$ cat config.mk
export PLATFORM = sky130hd
export DESIGN_NAME = reg_file_sb
export DESIGN_NICKNAME = d
export VERILOG_FILES = /design/src/rtl/reg_file_sb.sv
export SDC_FILE = /design/constraint.sdc
export NUM_CORES = 1
export LEC_CHECK = 0
export ABC_AREA = 1
export CAP_MARGIN = 40
export CELL_PAD_IN_SITES_DETAIL_PLACEMENT = 1
export CELL_PAD_IN_SITES_GLOBAL_PLACEMENT = 2
export CORE_ASPECT_RATIO = 1.2
export CORE_MARGIN = 2
export CORE_UTILIZATION = 39
export CTS_CLUSTER_SIZE = 28
export DETAILED_ROUTE_END_ITERATION = 10
export PLACE_DENSITY_LB_ADDON = 0.1
export SYNTH_ARGS = -nofsm -noshare
export SYNTH_HDL_FRONTEND = slang
export SYNTH_SLANG_ARGS = --single-unit
$ cat constraint.sdc
create_clock -name clk -period 3.16 [get_ports clk]
set_input_delay 0.632 -clock clk [delete_from_list [all_inputs] [get_ports clk]]
set_output_delay 0.632 -clock clk [all_outputs]
set_load 0.01 [all_outputs]
$ cat src/rtl/reg_file_sb.sv
// Register file with two async read ports, one sync write port and R0 tied to zero.
// Each register has a pending-write counter. Define RF_BYPASS_EN to forward a same-cycle writeback onto the read ports.
module rfSlot #(
  parameter int DATA_W = 16,
  parameter int PEND_W = 2
) (
  input  logic              clk,
  input  logic              rst,
  input  logic              wrHit,
  input  logic [DATA_W-1:0] wrData,
  input  logic              incHit,
  output logic [DATA_W-1:0] data,
  output logic [PEND_W-1:0] pend
);
  logic decHit;
  assign decHit = wrHit && (pend != '0);

  // incHit is only raised while pend is below saturation, so the counter cannot wrap
  always_ff @(posedge clk or negedge rst) begin
    if (!rst) begin
      data <= '0;
      pend <= '0;
    end else begin
      if (wrHit) data <= wrData;
      if (incHit && !decHit)      pend <= pend + PEND_W'(1);
      else if (!incHit && decHit) pend <= pend - PEND_W'(1);
    end
  end
endmodule

module reg_file_sb #(
  parameter int DATA_W = 16,
  parameter int ADDR_W = 4,
  parameter int PEND_W = 2
) (
  input  logic              clk,
  input  logic              rst,
  input  logic [ADDR_W-1:0] rd_addr1,
  input  logic [ADDR_W-1:0] rd_addr2,
  output logic [DATA_W-1:0] rd_data1,
  output logic [DATA_W-1:0] rd_data2,
  input  logic              wr_en,
  input  logic [ADDR_W-1:0] wr_addr,
  input  logic [DATA_W-1:0] wr_data,
  input  logic              issue_en,
  input  logic [ADDR_W-1:0] issue_dst,
  output logic              issue_ready,
  output logic              src1_busy,
  output logic              src2_busy,
  output logic              sb_err
);
  localparam int NREGS = 2**ADDR_W;
  localparam logic [PEND_W-1:0] PEND_MAX = '1;

  logic [NREGS-1:0][DATA_W-1:0] regs;
  logic [NREGS-1:0][PEND_W-1:0] pend;
  logic wrLive, issueLive, busy1, busy2;

  assign wrLive      = wr_en && (wr_addr != '0);
  assign issue_ready = (issue_dst == '0) || (pend[issue_dst] != PEND_MAX);
  assign issueLive   = issue_en && issue_ready && (issue_dst != '0);

  assign regs[0] = '0;
  assign pend[0] = '0;

  for (genvar i = 1; i < NREGS; i++) begin : gSlot
    rfSlot #(.DATA_W(DATA_W), .PEND_W(PEND_W)) uSlot (
      .clk    (clk),
      .rst    (rst),
      .wrHit  (wrLive && (wr_addr == ADDR_W'(i))),
      .wrData (wr_data),
      .incHit (issueLive && (issue_dst == ADDR_W'(i))),
      .data   (regs[i]),
      .pend   (pend[i])
    );
  end

  // Writeback to a register nobody issued; the data write still goes through
  always_ff @(posedge clk or negedge rst) begin
    if (!rst)                               sb_err <= 1'b0;
    else if (wrLive && pend[wr_addr] == '0) sb_err <= 1'b1;
  end

  assign busy1 = (rd_addr1 != '0) && (pend[rd_addr1] != '0);
  assign busy2 = (rd_addr2 != '0) && (pend[rd_addr2] != '0);

`ifdef RF_BYPASS_EN
  logic hit1, hit2;
  assign hit1 = wr_en && (wr_addr == rd_addr1) && (rd_addr1 != '0);
  assign hit2 = wr_en && (wr_addr == rd_addr2) && (rd_addr2 != '0);

  assign rd_data1  = hit1 ? wr_data : regs[rd_addr1];
  assign rd_data2  = hit2 ? wr_data : regs[rd_addr2];
  // The final outstanding write retiring this cycle clears the hazard early
  assign src1_busy = busy1 && !(hit1 && pend[rd_addr1] == PEND_W'(1));
  assign src2_busy = busy2 && !(hit2 && pend[rd_addr2] == PEND_W'(1));
`else
  assign rd_data1  = regs[rd_addr1];
  assign rd_data2  = regs[rd_addr2];
  assign src1_busy = busy1;
  assign src2_busy = busy2;
`endif
endmodule
* Word level (Yosys, flattened, before mapping)
Index checks and enable logic that the tools add are counted.
** Storage, ports and cells
- Bits in registers :: 271
- Word-level logic and storage cells :: 288
- Output and inout bits :: 36
- Bits of input ports :: 36
** Cells by class
- Multiplexer cells :: 42
- Equality and inequality tests :: 31
- Reduce and logical (&&, ||, !) cells :: 150
- Magnitude comparators :: 4
- Add/sub/neg operators :: 30
** Operators with widths (number)
- $bmux W16 S4 :: 2
- $logic_and A1 B1 Y1 :: 81
- $mux W2 :: 34
- $eq A4 B4 Y1 const B :: 16
- $reduce_bool A2 Y1 :: 32
- $bmux W2 S4 :: 4
- $eq A4 B3 Y1 const B :: 8
- $mux W16 :: 2
- $add A2 B1 Y2 const B :: 15
- $logic_not A1 Y1 :: 30
- $sub A2 B1 Y2 const B :: 15
- $lt A4 B5 Y1 const B :: 4
- $eq A4 B2 Y1 const B :: 4
- $reduce_bool A4 Y1 :: 4
- $eq A4 B1 Y1 const B :: 2
- $logic_not A4 Y1 :: 1
- $logic_not A2 Y1 :: 1
- $ne A2 B2 Y1 const B :: 1
- $logic_or A1 B1 Y1 :: 1

* Longest topological paths before layout
Gate-level depths: netlist of the first run.
- Word-level depth :: 11
- Mapped depth :: 18
- Gate-level depth less buffers :: 16

* By module
Synthesis of the first run repeated with hierarchy kept, for this count alone.
** Second synthesis, totals
- Cells, all modules :: 1823
- Area, all modules :: 16717.3 um^2
** Modules (own cells, without submodules)
- rfSlot :: cells each 49, times used 15, area an instance 763.2 um^2, sequential area each 450.4 um^2
- reg_file_sb :: cells each 1088, times used 1, area an instance 5268.8 um^2, sequential area each 25.0 um^2

* Worst setup path before layout of the first run
No wires, ideal clock.
- Path kind :: input to register
- Start :: in issue_dst[1]
- End :: reg gSlot[8].uSlot.pend[1]
- Arrival time :: 2.266 ns
- Stages :: 16
- Slack :: 0.763 ns
- Data required time :: 3.029 ns
- Path through :: buf_4 buf_6 nand3_1 nand2_1 nor2_1 nor2_1 nor2_1 nand2_1 nand2_2 nand2_4 buf_6 nor2_2 ha_1 a21oi_1 o21ai_0 xor2_1
** Between the ends
- Longest elaborated chain between the ends :: 10
- Elaborated cells on any way between the ends :: 15
- Classes of those cells :: eq/ne: 2; mux: 3; reduce/logical: 10
** Ends and longest elaborated chain
- from (decl) :: line 46 : input logic [ADDR_W-1:0] issue_dst,
- $bmux W2 S4 :: line 60 : assign issue_ready = (issue_dst == '0) || (pend[issue_dst] != PEND_MAX);
- $mux W2 (implied by the code) :: line 60
- $ne A2 B2 Y1 :: line 60
- $logic_or A1 B1 Y1 (*) :: line 60
- named net issue_ready :: line 47 : output logic issue_ready,
- $logic_and A1 B1 Y1 (*) (2 in series) :: line 61 : assign issueLive = issue_en && issue_ready && (issue_dst != '0);
- $logic_and A1 B1 Y1 (*) :: line 72 : .incHit (issueLive && (issue_dst == ADDR_W'(i))),
- $logic_not A1 Y1 :: line 26 : else if (!incHit && decHit) pend <= pend - PEND_W'(1);
- $logic_and A1 B1 Y1 :: line 26
- $reduce_bool A2 Y1 (no line)
- to (signal assigned) :: line 25 : if (incHit && !decHit) pend <= pend + PEND_W'(1);
- to (signal assigned) :: line 26
- to (decl) :: line 13 : output logic [PEND_W-1:0] pend
Mark *: on every way through the listed nets, which the timed path passes. The rest lies on a longest branch. The select of a mux whose other input is x is not followed.
A chain may end at the register's enable or synchronous reset.

* Final worst setup path of the first run
- Start :: in rd_addr2[3]
- End :: out rd_data2[8]
** Between the ends
- Longest elaborated chain between the ends :: 2
** Ends and longest elaborated chain
- from (decl) :: line 39 : input logic [ADDR_W-1:0] rd_addr2,
- $bmux W16 S4 :: line 99 : assign rd_data2 = regs[rd_addr2];
- $mux W16 (implied by the code) :: line 99
- to (decl) :: line 41 : output logic [DATA_W-1:0] rd_data2,
Every way passes these cells. The select of a mux whose other input is x is not followed.

==> results of run 1 <==
## critical path: stages
cell and delay [ns]:
clkdlybuf4s50_1 0.53, buf_4 0.37, nand3_1 0.14, nand2_1 0.23, clkdlybuf4s50_1 0.59
## area by class of cell
class | instances | area [um2] | area share (%)
antenna | 1 | 2.502 | 0.01363
clock buffer | 54 | 1037 | 5.649
sequential | 271 | 6782 | 36.93
multi-input combinational | 1404 | 7047 | 38.38
inverter | 198 | 745.7 | 4.061
clock inverter | 6 | 111.4 | 0.6065
timing repair buffer | 200 | 2028 | 11.05
tap | 486 | 608.1 | 3.312
## registers in the layout, summed over array words and instances (netlist names)
| signal | cells |
|---|---|
| gSlot.uSlot.data | 240 |
| gSlot.uSlot.pend | 30 |
| sb_err | 1 |
## what timing repair did
action,CTS,global route
resized for setup,6,14
cloned,1,0
endpoints found under the setup margin,3,16
## cells by family (layout without fill, tap and decap cells)
logic type	after synthesis	count (layout)	share of synthesized area (%)
xor gates and xnor gates	30	30	1.735
adders and majority gates	15	15	1.240
AOI/OAI and AO/OA	727	727	26.70
and+or+nand+nor	632	632	16.54
other	0	1	0
buffers and inverters	337	458	8.999
DFF	271	271	44.79
## cells in the mapped netlist, types with 14 or more instances
cell type / number / area [um2]
a21oi_1: 193 / 965.9
buf_2: 40 / 200.2
clkbuf_1: 88 / 330.3
dfrtp_1: 271 / 6782
ha_1: 15 / 187.7
inv_1: 189 / 709.4
nand2_1: 444 / 1667
nand3_1: 60 / 300.3
nor2_1: 109 / 409.1
nor2_2: 14 / 87.58
o2111ai_1: 23 / 201.4
o211ai_1: 80 / 600.6
o21ai_0: 386 / 1932
o221ai_1: 19 / 166.4
xnor2_1: 18 / 157.7
## power groups by stage
stage / clock network [W] / logic [W] / registers, W
after floorplan: 0 / 0.00184 / 0.00481
after global placement: 0 / 0.00286 / 0.00498
after CTS: 0.00415 / 0.00300 / 0.00497
after global routing: 0.00427 / 0.00336 / 0.00507
after detailed placement: 0 / 0.00297 / 0.00501
final: 0.00408 / 0.00300 / 0.00497
## per-stage QoR
stage	utilization [%]	hold WS [ns]	std cells	TNS [ns]
finish	47.63	0.08072	2620	0
floorplan	-	0.3364	2012	0
global route	47.62	0.1107	2619	-0.002357
global placement	44.31	0.4659	2556	-0.01284
CTS	47.55	0.08624	2619	0
detailed placement	44.45	0.4775	2558	-0.04531
## routing by layer
| metal | track usage, % | vias to the layer above | wire [um] |
|---|---|---|---|
| met3 | 5.156 | 143 | 3839 |
| met1 | 42.11 | 7734 | 27640 |
| li1 | - | 6959 | - |
| met2 | 58.05 | 506 | 32500 |
| met4 | 13.09 | 2 | 2617 |
| met5 | 0 | - | 13 |
## worst max-delay path by stage
stage | start | end | slack, ns
CTS | rd_addr1[0] | rd_data1[14] | 0.02
global placement | rd_addr2[2] | rd_data2[15] | -0.01
global route | rd_addr1[0] | rd_data1[1] | -0.002
finish | rd_addr2[3] | rd_data2[8] | 0.02
detailed placement | rd_addr2[2] | rd_data2[15] | -0.04
floorplan | issue_dst[1] | gSlot[8].uSlot.pend[1] | 0.76
## cells in the final DEF, fill, tap and decap left out, drive strengths merged, types with 12 or more instances in the layout
cell type	count
clkbuf	56
nand3	60
dfrtp	271
o221ai	19
nor2	124
buf	132
clkdlybuf4s50	59
o21ai	390
xnor2	18
nand2	446
ha	15
a21oi	193
inv	196
o2111ai	23
xor2	12
o211ai	80
==> impl_metrics.csv, run 1 <==
group,metric,value,unit
pwr,sw_frac_of_total,34.06,%
place,placed_cell_area,0.01714,mm2
die,die_h,219.8,um
pwr,p_int,0.007947,W
layout,final_area,0.01836,mm2
worst_hold_path,holdCritPathClass,"in -> async",
timing,setup_viol,0,
die,io_pins,72,
timing,tightest_slew,0.5877,ns
setup_path,r2r-end,"gSlot[10].uSlot.pend[1]",
synth,async_reset_ff_share,100.0,%
setup_path,regToRegStartpoint,"gSlot[7].uSlot.pend[0]",
global_route,grt_max_degree,77,
place,dpl.hpwl,45170,um
flow_run,maxCapViolCount,0,
timing,relSlewSlack,60.70,%
timing,setup_slack,0.01676,ns
routing,ant_nets,0,
routing,drt_iter0_markers,1031,
global_route,grt_pass1_vias,15940,
run_status,status,"completed",
cts,ctsHtreeMaxLevel,2,
setup_path,crit_required,2.53,ns
setup_path,cp-start-kind,"input port",
layout,synthToLayoutAreaGrowth,21.27,%
cts,postCtsSetupRepairBufs,0,
synth,synth_cell_types,36,
setup_path,end_kind,"output pin",
routing,vias,15340,
synth,synth-edff-count,0,
synth,synth_cells,2012,
timing,hold_viol,0,
cts,cts.hold.buffers_added,0,
timing,fin_crit,3.143,ns
routing,first_pass_iters,5,
cts,clk_pin_slew_worst_paths,0.05,ns
routing,via_per_inst,5.856,
cts,cts_buffers,34,
cts,cts.sinks,271,
place,gp_congestion,0.8576,
pwr,power_leakage,8.248,nW
layout,fin_nets,2160,
die,start_util,39.28,%
timing,fin_skew,0.009000,ns
global_route,grt-ovfl-total,0,
pwr,power_density,656.5,mW/mm2
synth,synth_area_per_cell,7.525,um2
timing,period_share,99.47,%
timing,slew_viol_final,0,
pwr,clock_power_share,33.9,%
global_route,grt_usage,33.55,%
routing,wl_per_cell,25.42,um
routing,drc,0,
synth,syn-cell-area,0.01514,mm2
pwr,power,0.01205,W
die,die_area,0.04042,mm2
die,rows,79,
routing,routed_wl,66600,um
synth,synthesis.nets,2063,
cts,clk_latency,0.53,ns
pwr,irDropWorstVdd,387.8,uV
layout,drive_gt1_share,10.41,%
global_route,antenna_found_initial,2,
synth,synth_flop_cell,"dfrtp_1",
setup_path,arrival,2.51,ns
place,io_buffers,71,
setup_path,worstSetupPathType,"in -> out",
cts,cts_tree,"built",
pwr,p_comb_share,24.9,%
die,core-area,0.03855,mm2
layout,fillers,4725,
pwr,p_seq_share,41.2,%
die,die_x,183.9,um
cts,root_buffer,"clkbuf_16",
global_route,grt_pass1_wl,100300,um
synth,synth-seq-area-share,44.79,%
synth,synth-seq-cells,271,
setup_path,ff2ff_setup_slack,0.98,ns
setup_path,crit_fanout,16,
place,place_ws,-0.03711,ns
timing,fmax,0.3181,GHz
setup_path,reg2regPathDepth,13,
pwr,p_sw,0.004106,W
cts,ctsLongestPathBuffers,3,
synth,ys_warn_count,0,
Power figures use the tool's default switching activity.
==> inputs of run 2 (changes only) <==
--- a/config.mk
+++ b/config.mk
@@ -5,13 +5,12 @@
 export SDC_FILE = /design/constraint.sdc
 export NUM_CORES = 1
 export LEC_CHECK = 0
-export ABC_AREA = 1
 export CAP_MARGIN = 40
-export CELL_PAD_IN_SITES_DETAIL_PLACEMENT = 1
+export CELL_PAD_IN_SITES_DETAIL_PLACEMENT = 0
 export CELL_PAD_IN_SITES_GLOBAL_PLACEMENT = 2
 export CORE_ASPECT_RATIO = 1.2
 export CORE_MARGIN = 2
-export CORE_UTILIZATION = 39
+export CORE_UTILIZATION = 40
 export CTS_CLUSTER_SIZE = 28
 export DETAILED_ROUTE_END_ITERATION = 10
 export PLACE_DENSITY_LB_ADDON = 0.1
==> constraint.sdc (replaced) <==
create_clock -name clk -period 2.7 [get_ports clk]
set_input_delay 0.54 -clock clk [delete_from_list [all_inputs] [get_ports clk]]
set_output_delay 0.54 -clock clk [all_outputs]
set_load 0.01 [all_outputs]
==> run 2 against run 1 <==
  * The run now ends with setup timing left
  * Cell count fell by 31%
  * Non-clock buffer count is 74 higher
  * Count of clock-buffer cells in the layout fell by 4
  * Setup slack got worse by 0.032 ns
  * Combinational power increased by 58%
  * Clock power is 10% higher
  * Die area shrank 0.77%
  * Worst hold slack better by 0.43 ns
  * Critical path depth up 6
==> impl_metrics.csv, run 2 <==
group,metric,value,unit
routing,first_pass_iters,4,
cts,cts_tree,"built",
die,rows,78,
synth,ys_warn_count,0,
cts,root_buffer,"clkbuf_16",
layout,regArea,0.006792,mm2
die,die_x,183.2,um
synth,async_reset_ff_share,100.0,%
cts,clk_pin_slew_worst_paths,0.06,ns
run_status,violations,"setup timing",
synth,yosys.area.top_type,"dfrtp_1",
timing,slew_viol_final,0,
pwr,power,0.01527,W
setup_path,slowest_delay,0.48,ns
synth,synth-seq-cells,271,
timing,fin_skew,0.01030,ns
routing,via_per_inst,5.762,
pwr,irDropWorstVdd,439.3,uV
timing,period_share,100.6,%
die,start_util,40.69,%
cts,ctsLongestPathBuffers,3,
timing,tightest_slew,0.6192,ns
global_route,grt_max_degree,64,
die,die_h,219.0,um
timing,hold_viol,0,
global_route,grt_pass1_wl,70780,um
layout,synthToLayoutAreaGrowth,28.04,%
place,dpl.hpwl,30230,um
timing,setup_slack,-0.01551,ns
layout,fin_nets,1364,
setup_path,worstSetupPathType,"reg -> reg",
timing,fin_crit,2.716,ns
cts,cts_buffers,34,
worst_hold_path,holdCritPathClass,"reg -> reg",
synth,synth_area_per_cell,13.89,um2
synth,synthTopCellsByCount,"mux2_2 (275), dfrtp_1 (271), mux4_2 (111)",
synth,synth_cells,1109,
routing,routed_wl,46260,um
routing,ant_nets,0,
setup_path,slowest_stage,"mux4_2",
synth,syn-cell-area,0.01541,mm2
global_route,grt_usage,23.73,%
synth,synth_cell_types,49,
layout,diodes,0,
layout,multi_input_area,0.008441,mm2
layout,reg.largest.list,"gSlot.uSlot.data (240), gSlot.uSlot.pend (30), sb_err (1)",
cts,cts.sinks,271,
timing,relSlewSlack,58.59,%
pwr,power_density,774.0,mW/mm2
layout,final_common_cell,"mux2_2",
die,die_area,0.04011,mm2
synth,synth_top_area_share,44.02,%
setup_path,cp-start-kind,"flop",
global_route,antenna_found_initial,1,
pwr,power_leakage,8.299,nW
die,core-area,0.03787,mm2
synth,ys_top_cells_by_area,"dfrtp_1 (44%), mux2_2 (20%), mux4_2 (16%), a21oi_1 (1.9%), mux2i_1 (1.9%)",
setup_path,crit_required,3.09,ns
place,placed_cells,1710,
synth,synth-edff-count,0,
routing,vias,10480,
layout,final_area,0.01973,mm2
cts,clk_latency,0.52,ns
layout,final_cells,1818,
layout,top_register,"gSlot.uSlot.data",
timing,whs,0.5099,ns
timing,rsz0062_at_grt,"yes",
synth,synthesis.nets,1160,
synth,synth-seq-area-share,44.02,%
synth,synth_flop_cell,"dfrtp_1",
setup_path,arrival,3.10,ns
place,placed_cell_area,0.01784,mm2
layout,fillers,3324,
global_route,grt_pass1_vias,11180,
routing,drt_iter0_markers,410,
flow_run,maxCapViolCount,0,
place,io_buffers,71,
routing,drc,0,
layout,largest_reg_flops,240,
timing,final.setup.tns,-0.01551,ns
run_status,status,"complete, but fails checks",
timing,setup_viol,1,
synth,yosysMostFrequentCell,"mux2_2",
layout,drive_gt1_share,55.83,%
cts,ctsHtreeMaxLevel,2,
die,io_pins,72,
layout,layout_common_cells,"mux2_2 (273), dfrtp_1 (263), buf_4 (152)",
setup_path,end_kind,"flop",
setup_path,crit_fanout,5,
place,gp_congestion,0.8259,
routing,wl_per_cell,25.44,um
timing,fmax,0.3683,GHz
global_route,grt-ovfl-total,0,
setup_path,cpMostUsedCell,"buf_6",
setup_path,path_cells,"buf_6, mux4_2, a22oi_4, o31ai_4, buf_6, buf_6, a2111oi_4, ha_2, xor2_1, nor2_1, xor2_1",
==> run 2: cell count changes in the layout (fill, tap and decap cells not counted), sizes merged, moves of 79 or more <==
cell / before / now
nor2: 124 / 40
a21oi: 193 / 60
o21ai: 390 / 11
o211ai: 80 / 1
mux4: 0 / 113
inv: 196 / 4
nand2: 446 / 6
buf: 132 / 216
mux2: 0 / 277
==> run 2: area by class of cell <==
class	count	area share (%)
multi-input cells	729	42.79
flip-flops and latches	271	34.43
repair buffers	274	14.11
clock buffers	50	5.132
well taps	480	3.045
clock inverters	11	0.4377
inverters	3	0.05709
==> run 2: timing repair <==
item	4_1_cts	5_1_grt
hold endpoints to repair	35	0
gates cloned	5	0
hold buffers	1	0
resized for setup	137	49
endpoints found under the setup margin	46	34
buffers inserted	34	8
pin swaps	11	19
==> run 2: path summary, 6_finish.rpt <==
kind / start / end / slack (ns) / cells past startpoint
worst min register to register: sb_err / sb_err / 0.51 / 1
max in group asynchronous: rst / gSlot[13].uSlot.pend[0] / 1.39 / 3
min in group asynchronous: rst / gSlot[9].uSlot.data[4] / 0.56 / 2
worst min-delay path: sb_err / sb_err / 0.51 / 1
worst max register to register: gSlot[15].uSlot.pend[0] / gSlot[4].uSlot.pend[1] / -0.02 / 11
worst max-delay path: gSlot[15].uSlot.pend[0] / gSlot[4].uSlot.pend[1] / -0.02 / 11
==> run 2: power breakdown <==
part / switching, W / internal, W / leakage [nW] / total, W
Combinational: 0.00184 / 0.00289 / 4.45 / 0.00473
Sequential: 0.000886 / 0.00515 / 3.30 / 0.00603
Clock: 0.00181 / 0.00270 / 0.547 / 0.00450
Total: 0.00454 / 0.0107 / 8.30 / 0.0153
==> run 2: cells by family (layout without fill, tap and decap cells) <==
logic type               Yosys count  after routing  share of synthesized area (%)
multiplexers                     419            419                          38.70
adder cells (fa/ha/maj)           15             15                          1.218
XOR/XNOR                          45             45                          2.558
AND/OR/NAND/NOR                  114            114                          3.850
AO/OA/AOI/OAI                    136            136                          6.432
buffers and inverters            109            338                          3.224
flip-flops                       271            271                          44.02
==> run 2: through the flow <==
stage               worst slack (ns)  utilization, %
finish                      -0.01551           52.09
global route                 -0.1474           52.09
detailed placement           -0.6590           47.11
floorplan                     0.1026               -
global placement             -0.6373           47.11
CTS                          -0.1967           51.56
==> run 2: layer usage <==
| layer | part of all wire [%] | track usage (%) | up-vias |
|---|---|---|---|
| met5 | 0.028 | 0 | - |
| met4 | 2.4 | 6.613 | 2 |
| met3 | 3.0 | 2.871 | 72 |
| met2 | 51 | 41.30 | 179 |
| met1 | 44 | 31.33 | 5583 |
| li1 | - | - | 4640 |
==> run 2: worst max-delay path, delay by kind of cell (launching register included) <==
kind,cells,cell delay (ns)
xor+xnor,2,0.31
mux,1,0.48
buf+inv,3,0.37
compound gates,3,0.69
simple gates,1,0.08
flops,1,0.43
fa+ha+maj,1,0.23
==> inputs of run 3 (changes only) <==
--- a/config.mk
+++ b/config.mk
@@ -13,7 +13,9 @@
 export CORE_UTILIZATION = 40
 export CTS_CLUSTER_SIZE = 28
 export DETAILED_ROUTE_END_ITERATION = 10
+export HOLD_SLACK_MARGIN = 0.08
 export PLACE_DENSITY_LB_ADDON = 0.1
+export SLEW_MARGIN = 20
 export SYNTH_ARGS = -nofsm -noshare
 export SYNTH_HDL_FRONTEND = slang
 export SYNTH_SLANG_ARGS = --single-unit
==> results of run 3 <==
Final layout, timing and power as in run 2 (identical DEF).
